==> config.mk <==
export PLATFORM = sky130hd
export DESIGN_NAME = decode_stage_control
export DESIGN_NICKNAME = d
export VERILOG_FILES = /design/src/rtl/decode_stage_control.sv
export SDC_FILE = /design/constraint.sdc
export NUM_CORES = 1
export LEC_CHECK = 0
export BUFFER_PORTS_ARGS = -buffer_cell sky130_fd_sc_hd__buf_2
export CAP_MARGIN = 10
export CORE_MARGIN = 8
export CORE_UTILIZATION = 30
export DETAILED_ROUTE_END_ITERATION = 8
export PLACE_DENSITY = 0.55
export SETUP_SLACK_MARGIN = 0.5
export SYNTH_ARGS = -nofsm -noshare
export SYNTH_HDL_FRONTEND = slang
export SYNTH_SLANG_ARGS = --single-unit
==> constraint.sdc <==
create_clock -name clk -period 2.87 [get_ports clk]
set_clock_uncertainty 0.1 [all_clocks]
set_input_delay 0.287 -clock clk [delete_from_list [all_inputs] [get_ports clk]]
set_output_delay 0.287 -clock clk [all_outputs]
set_load 0.01 [all_outputs]
==> src/rtl/decode_stage_control.sv <==
// Decode-stage controller: 2-entry in-order skid buffer with opcode classification and immediate extraction.
// Optional illegal-opcode trap hold is enabled by defining DECODE_ILLEGAL_TRAP_EN.
module decode_stage_control #(
    parameter logic [31:0] RESET_PC = 32'h0000_0000
) (
    input  logic        clk,
    input  logic        rst_n,
    input  logic        in_valid,
    output logic        in_ready,
    input  logic [31:0] in_instruction,
    input  logic [31:0] in_pc,
    input  logic        flush,
    output logic        out_valid,
    input  logic        out_ready,
    output logic [31:0] out_instruction,
    output logic [31:0] out_pc,
    output logic [31:0] out_imm,
    output logic [2:0]  out_imm_type,
    output logic        out_illegal,
    output logic        trapped
);

    localparam logic [1:0] ST_EMPTY = 2'd0;
    localparam logic [1:0] ST_ONE   = 2'd1;
    localparam logic [1:0] ST_TWO   = 2'd2;
    localparam logic [1:0] ST_TRAP  = 2'd3;

    localparam logic [2:0] IMM_NONE = 3'd0;
    localparam logic [2:0] IMM_I    = 3'd1;
    localparam logic [2:0] IMM_S    = 3'd2;
    localparam logic [2:0] IMM_B    = 3'd3;
    localparam logic [2:0] IMM_U    = 3'd4;
    localparam logic [2:0] IMM_J    = 3'd5;

    typedef struct packed {
        logic [31:0] instr;
        logic [31:0] pc;
        logic [31:0] imm;
        logic [2:0]  imm_type;
        logic        illegal;
    } entry_t;

    logic [1:0] state_q, state_d;
    entry_t     head_q, head_d;
    entry_t     tail_q, tail_d;
    entry_t     new_entry;
    logic       push, pop, trap_hit;

    // Classify at write time so the buffered entry already carries its immediate.
    always_comb begin
        logic [31:0] w;
        w                  = in_instruction;
        new_entry          = '0;
        new_entry.instr    = w;
        new_entry.pc       = in_pc;
        case (w[6:0])
            7'b0000011, 7'b0010011, 7'b1100111, 7'b1110011: begin
                new_entry.imm_type = IMM_I;
                new_entry.imm      = {{20{w[31]}}, w[31:20]};
            end
            7'b0100011: begin
                new_entry.imm_type = IMM_S;
                new_entry.imm      = {{20{w[31]}}, w[31:25], w[11:7]};
            end
            7'b1100011: begin
                new_entry.imm_type = IMM_B;
                new_entry.imm      = {{19{w[31]}}, w[31], w[7], w[30:25], w[11:8], 1'b0};
            end
            7'b0110111, 7'b0010111: begin
                new_entry.imm_type = IMM_U;
                new_entry.imm      = {w[31:12], 12'b0};
            end
            7'b1101111: begin
                new_entry.imm_type = IMM_J;
                new_entry.imm      = {{11{w[31]}}, w[31], w[19:12], w[20], w[30:21], 1'b0};
            end
            7'b0110011, 7'b0001111: begin
                new_entry.imm_type = IMM_NONE;
            end
            default: begin
                new_entry.illegal  = 1'b1;
            end
        endcase
    end

    assign in_ready  = (state_q == ST_EMPTY) || (state_q == ST_ONE);
    assign out_valid = (state_q == ST_ONE) || (state_q == ST_TWO);
    assign push      = in_valid && in_ready;
    assign pop       = out_valid && out_ready;

`ifdef DECODE_ILLEGAL_TRAP_EN
    assign trap_hit  = pop && head_q.illegal;
    assign trapped   = (state_q == ST_TRAP);
`else
    assign trap_hit  = 1'b0;
    assign trapped   = 1'b0;
`endif

    // Head is always slot 0; a pop shifts the tail forward so FIFO order holds.
    always_comb begin
        state_d = state_q;
        head_d  = head_q;
        tail_d  = tail_q;
        if (flush || trap_hit) begin
            state_d = flush ? ST_EMPTY : ST_TRAP;
            head_d  = '0;
            tail_d  = '0;
        end else begin
            case (state_q)
                ST_EMPTY: begin
                    if (push) begin
                        head_d  = new_entry;
                        state_d = ST_ONE;
                    end
                end
                ST_ONE: begin
                    case ({push, pop})
                        2'b10: begin
                            tail_d  = new_entry;
                            state_d = ST_TWO;
                        end
                        2'b01: begin
                            head_d  = '0;
                            state_d = ST_EMPTY;
                        end
                        2'b11: begin
                            head_d  = new_entry;
                        end
                        default: ;
                    endcase
                end
                ST_TWO: begin
                    if (pop) begin
                        head_d  = tail_q;
                        tail_d  = '0;
                        state_d = ST_ONE;
                    end
                end
                default: ;
            endcase
        end
    end

    always_ff @(posedge clk or negedge rst_n) begin
        if (!rst_n) begin
            state_q <= ST_EMPTY;
            head_q  <= '0;
            tail_q  <= '0;
        end else begin
            state_q <= state_d;
            head_q  <= head_d;
            tail_q  <= tail_d;
        end
    end

    assign out_instruction = out_valid ? head_q.instr    : '0;
    assign out_pc          = out_valid ? head_q.pc       : RESET_PC;
    assign out_imm         = out_valid ? head_q.imm      : '0;
    assign out_imm_type    = out_valid ? head_q.imm_type : IMM_NONE;
    assign out_illegal     = out_valid ? head_q.illegal  : 1'b0;

endmodule

==> results.tsv <==
stage	metric	value	unit
outcome	outcome	completed	
routing	vias	8352	
routing	drtAntennaViolNets	0	
min_path	hp-class	in2reg	
clock_tree	tritoncts	done	
critical_path	rr_startpoint	state_q[0]$_DFFE_PN0P_	
yosys	yosysSeqAreaShare	53.73	%
routing	dr.pass1.iters	5	
global_route	grt_max_degree	72	
min_path	worstHoldStart	flush	
place	place.gp.congestion	0.8014	
critical_path	cp_max_fo	5	
sta	max_slew.worst_pin.slew	0.5412	ns
final_layout	fin_nets	1220	
critical_path	arrival	2.65	ns
global_route	grt.total_usage	16.57	%
power_and_ir_drop	vdd_drop_max	371.0	uV
routing	wl_per_cell	21.44	um
yosys	synth_edf_count	0	
critical_path	critPathMostFrequentCell	ha_4	
clock_tree	cts_buffers	24	
yosys	avgSynthCellArea	10.27	sq um
global_route	antenna_found_initial	0	
clock_tree	clock_path_buffers	3	
global_route	grt_overflow_total	0	
yosys	ys_types	54	
critical_path	path_delay_family	compound AO/OA/AOI/OAI gates	
die	start_util	30.12	%
die	core_area	31230	sq um
power_and_ir_drop	powerDensity	685.4	nW/um^2
die	boundaryPins	172	
global_route	grt_first_pass_wirelength	49160	um
yosys	synth_top_area_share	53.73	%
critical_path	cp_cell_sequence	buf_4, ha_4, or2_4, nand2_4, inv_2, ha_4, a21boi_2, a2111o_1, and2b_1, a221o_1	
run	maxCapViolations	0	
clock_tree	cts.sinks	202	
die	dieArea	37280	sq um
place	post-dp-hpwl	19380	um
sta	drv_slew	0	
critical_path	start_kind	flop	
min_path	holdPathStages	2	
sta	finalSetupViolCount	0	
sta	hold_violations	0	
yosys	yosysWarnings	0	
routing	via_per_inst	5.340	
die	fp-row-count	65	
power_and_ir_drop	leakagePower	6.105	nW
critical_path	worstSetupPathType	reg2reg	
yosys	yosys.area.top_type	dfrtp_1	
critical_path	crit_start	state_q[0]$_DFFE_PN0P_	
sta	rsz0062_at_grt	yes	
sta	fin_crit	2.354	ns
min_path	whs_endpoint	state_q[0]$_DFFE_PN0P_	
critical_path	worst-path-buf-inv	2	
sta	fmax	424.8	MHz
sta	setup_tns	0	ns
critical_path	slowest_delay	0.39	ns
yosys	synthFlopType	dfrtp_1	
yosys	synth.cell_area	9408	sq um
yosys	async_flop_share	100.0	%
critical_path	reg2reg_depth	10	
critical_path	r2r_end	head_q[1]$_DFFE_PN0P_	
clock_tree	clk_pin_slew	0.06	ns
power_and_ir_drop	power	8.740	mW
yosys	yosys-top-cells-area	dfrtp_1 54%, a22oi_1 7.0%, and2_1 6.8%	
place	placedCellCount	1429	
sta	finalCritPeriodShare	82.02	%
place	port_buffers	170	
final_layout	fillers	3084	
clock_tree	htree_num_levels	1	
global_route	grt_pass1_vias	8411	
yosys	synthesis.nets	991	
critical_path	critPathRequiredTime	3.16	ns
routing	drt_iter0_drc	774	
clock_tree	clock-root-buffer	clkbuf_16	
final_layout	syn_to_final_growth	35.54	%
routing	postRouteWirelength	33530	um
final_layout	layout_commonest_cell	dfrtp_1	
die	die_x	193.1	um
critical_path	rrSetupSlack	0.52	ns
final_layout	final_cell_count_no_fill	1564	
final_layout	layout_common_cells	202 x dfrtp_1, 169 x buf_2, 117 x nand2_1	
routing	drc	0	
critical_path	end_kind	flop	
clock_tree	clk-insertion-delay-late	0.51	ns
final_layout	drive_above_1_share	26.76	%
yosys	ys_seq_elements	202	
yosys	syn_inst	916	
critical_path	slowest_stage	dfrtp_1	
die	fp.dieH	193.1	um
sta	relSlewSlack	63.92	%
final_layout	antenna_cells	0	
cell type report:
type / count / area (sq um) / share of cell area, %
Clock buffer: 40 / 732.0 / 5.740
Clock inverter: 3 / 15.01 / 0.1178
Inverter: 12 / 45.04 / 0.3533
Multi-Input combinational cell: 617 / 4118 / 32.29
Sequential cell: 202 / 5055 / 39.64
Tap cell: 402 / 503.0 / 3.945
Timing Repair Buffer: 288 / 2283 / 17.91
state kept, by name (all words and copies together), names as in the netlist:
name	flops
head_q	100
tail_q	100
state_q	2
metal layers:
metal | share of wire, % | up-vias | GRT usage [%] | wire length, um
met5 | 0 | - | 0 | 0
li1 | - | 3797 | - | -
met3 | 6.4 | 39 | 2.176 | 2140
met4 | 2.0 | 0 | 4.615 | 667
met1 | 44 | 4183 | 22.83 | 14750
met2 | 48 | 333 | 27.03 | 15970
worst max path at each step:
stage	endpoint	depth (start not counted)
final	head_q[1]$_DFFE_PN0P_	10
after global routing	head_q[3]$_DFFE_PN0P_	9
after CTS	tail_q[6]$_DFFE_PN0P_	12
after detailed placement	head_q[20]$_DFFE_PN0P_	11
after global placement	head_q[20]$_DFFE_PN0P_	11
after floorplan	tail_q[16]$_DFFE_PN0P_	12
logic make-up (layout without fill, tap and decap cells):
kind of cell / Yosys count / count (layout) / share of synthesized area (%)
flip-flops: 202 / 202 / 53.73
buffers and inverters: 99 / 343 / 4.469
adder cells (fa/ha/maj): 6 / 6 / 0.7980
XOR/XNOR: 1 / 1 / 0.09311
multiplexers: 2 / 2 / 0.2261
other: 1 / 1 / 0.03986
AO/OA/AOI/OAI: 333 / 334 / 25.88
AND/OR/NAND/NOR: 272 / 273 / 14.76
metrics by stage:
stage          hold WS [ns]  instance area, sq um  setup WS [ns]  util [%]
4_1_cts            0.001171                 12270         0.4750     39.29
6_report            0.01845                 12750         0.5161     40.83
3_5_place_dp         0.2137                 10730         0.1884     34.36
5_1_grt             0.01057                 12750         0.4131     40.83
3_3_place_gp         0.2129                 10730         0.3083     34.36
2_1_floorplan       -0.1086                  9433         0.5047         -
synthesized netlist by cell type (9+ instances only):
library cell	number
o21ai_0	83
buf_2	9
and2_1	103
nand3_1	11
a221o_1	20
inv_1	12
a221oi_1	11
buf_1	12
nand2_1	119
a22o_1	66
clkbuf_1	58
dfrtp_1	202
a21oi_1	19
a22oi_1	88
nor2_1	12
o31ai_1	14
power by group:
group | total, mW | internal [mW] | switching (mW)
Sequential | 3.28 | 3.13 | 0.147
Clock | 2.89 | 1.73 | 1.16
Combinational | 2.57 | 1.08 | 1.50
repair_timing:
item | CTS | global route
cloned | 3 | 12
setup buffers | 8 | 11
resized for setup | 23 | 38
setup endpoints to repair | 298 | 228
hold endpoints to repair | 149 | 0
hold buffers | 58 | 0
pin swaps | 6 | 18
Note: power is estimated with default switching activity, not from simulation.
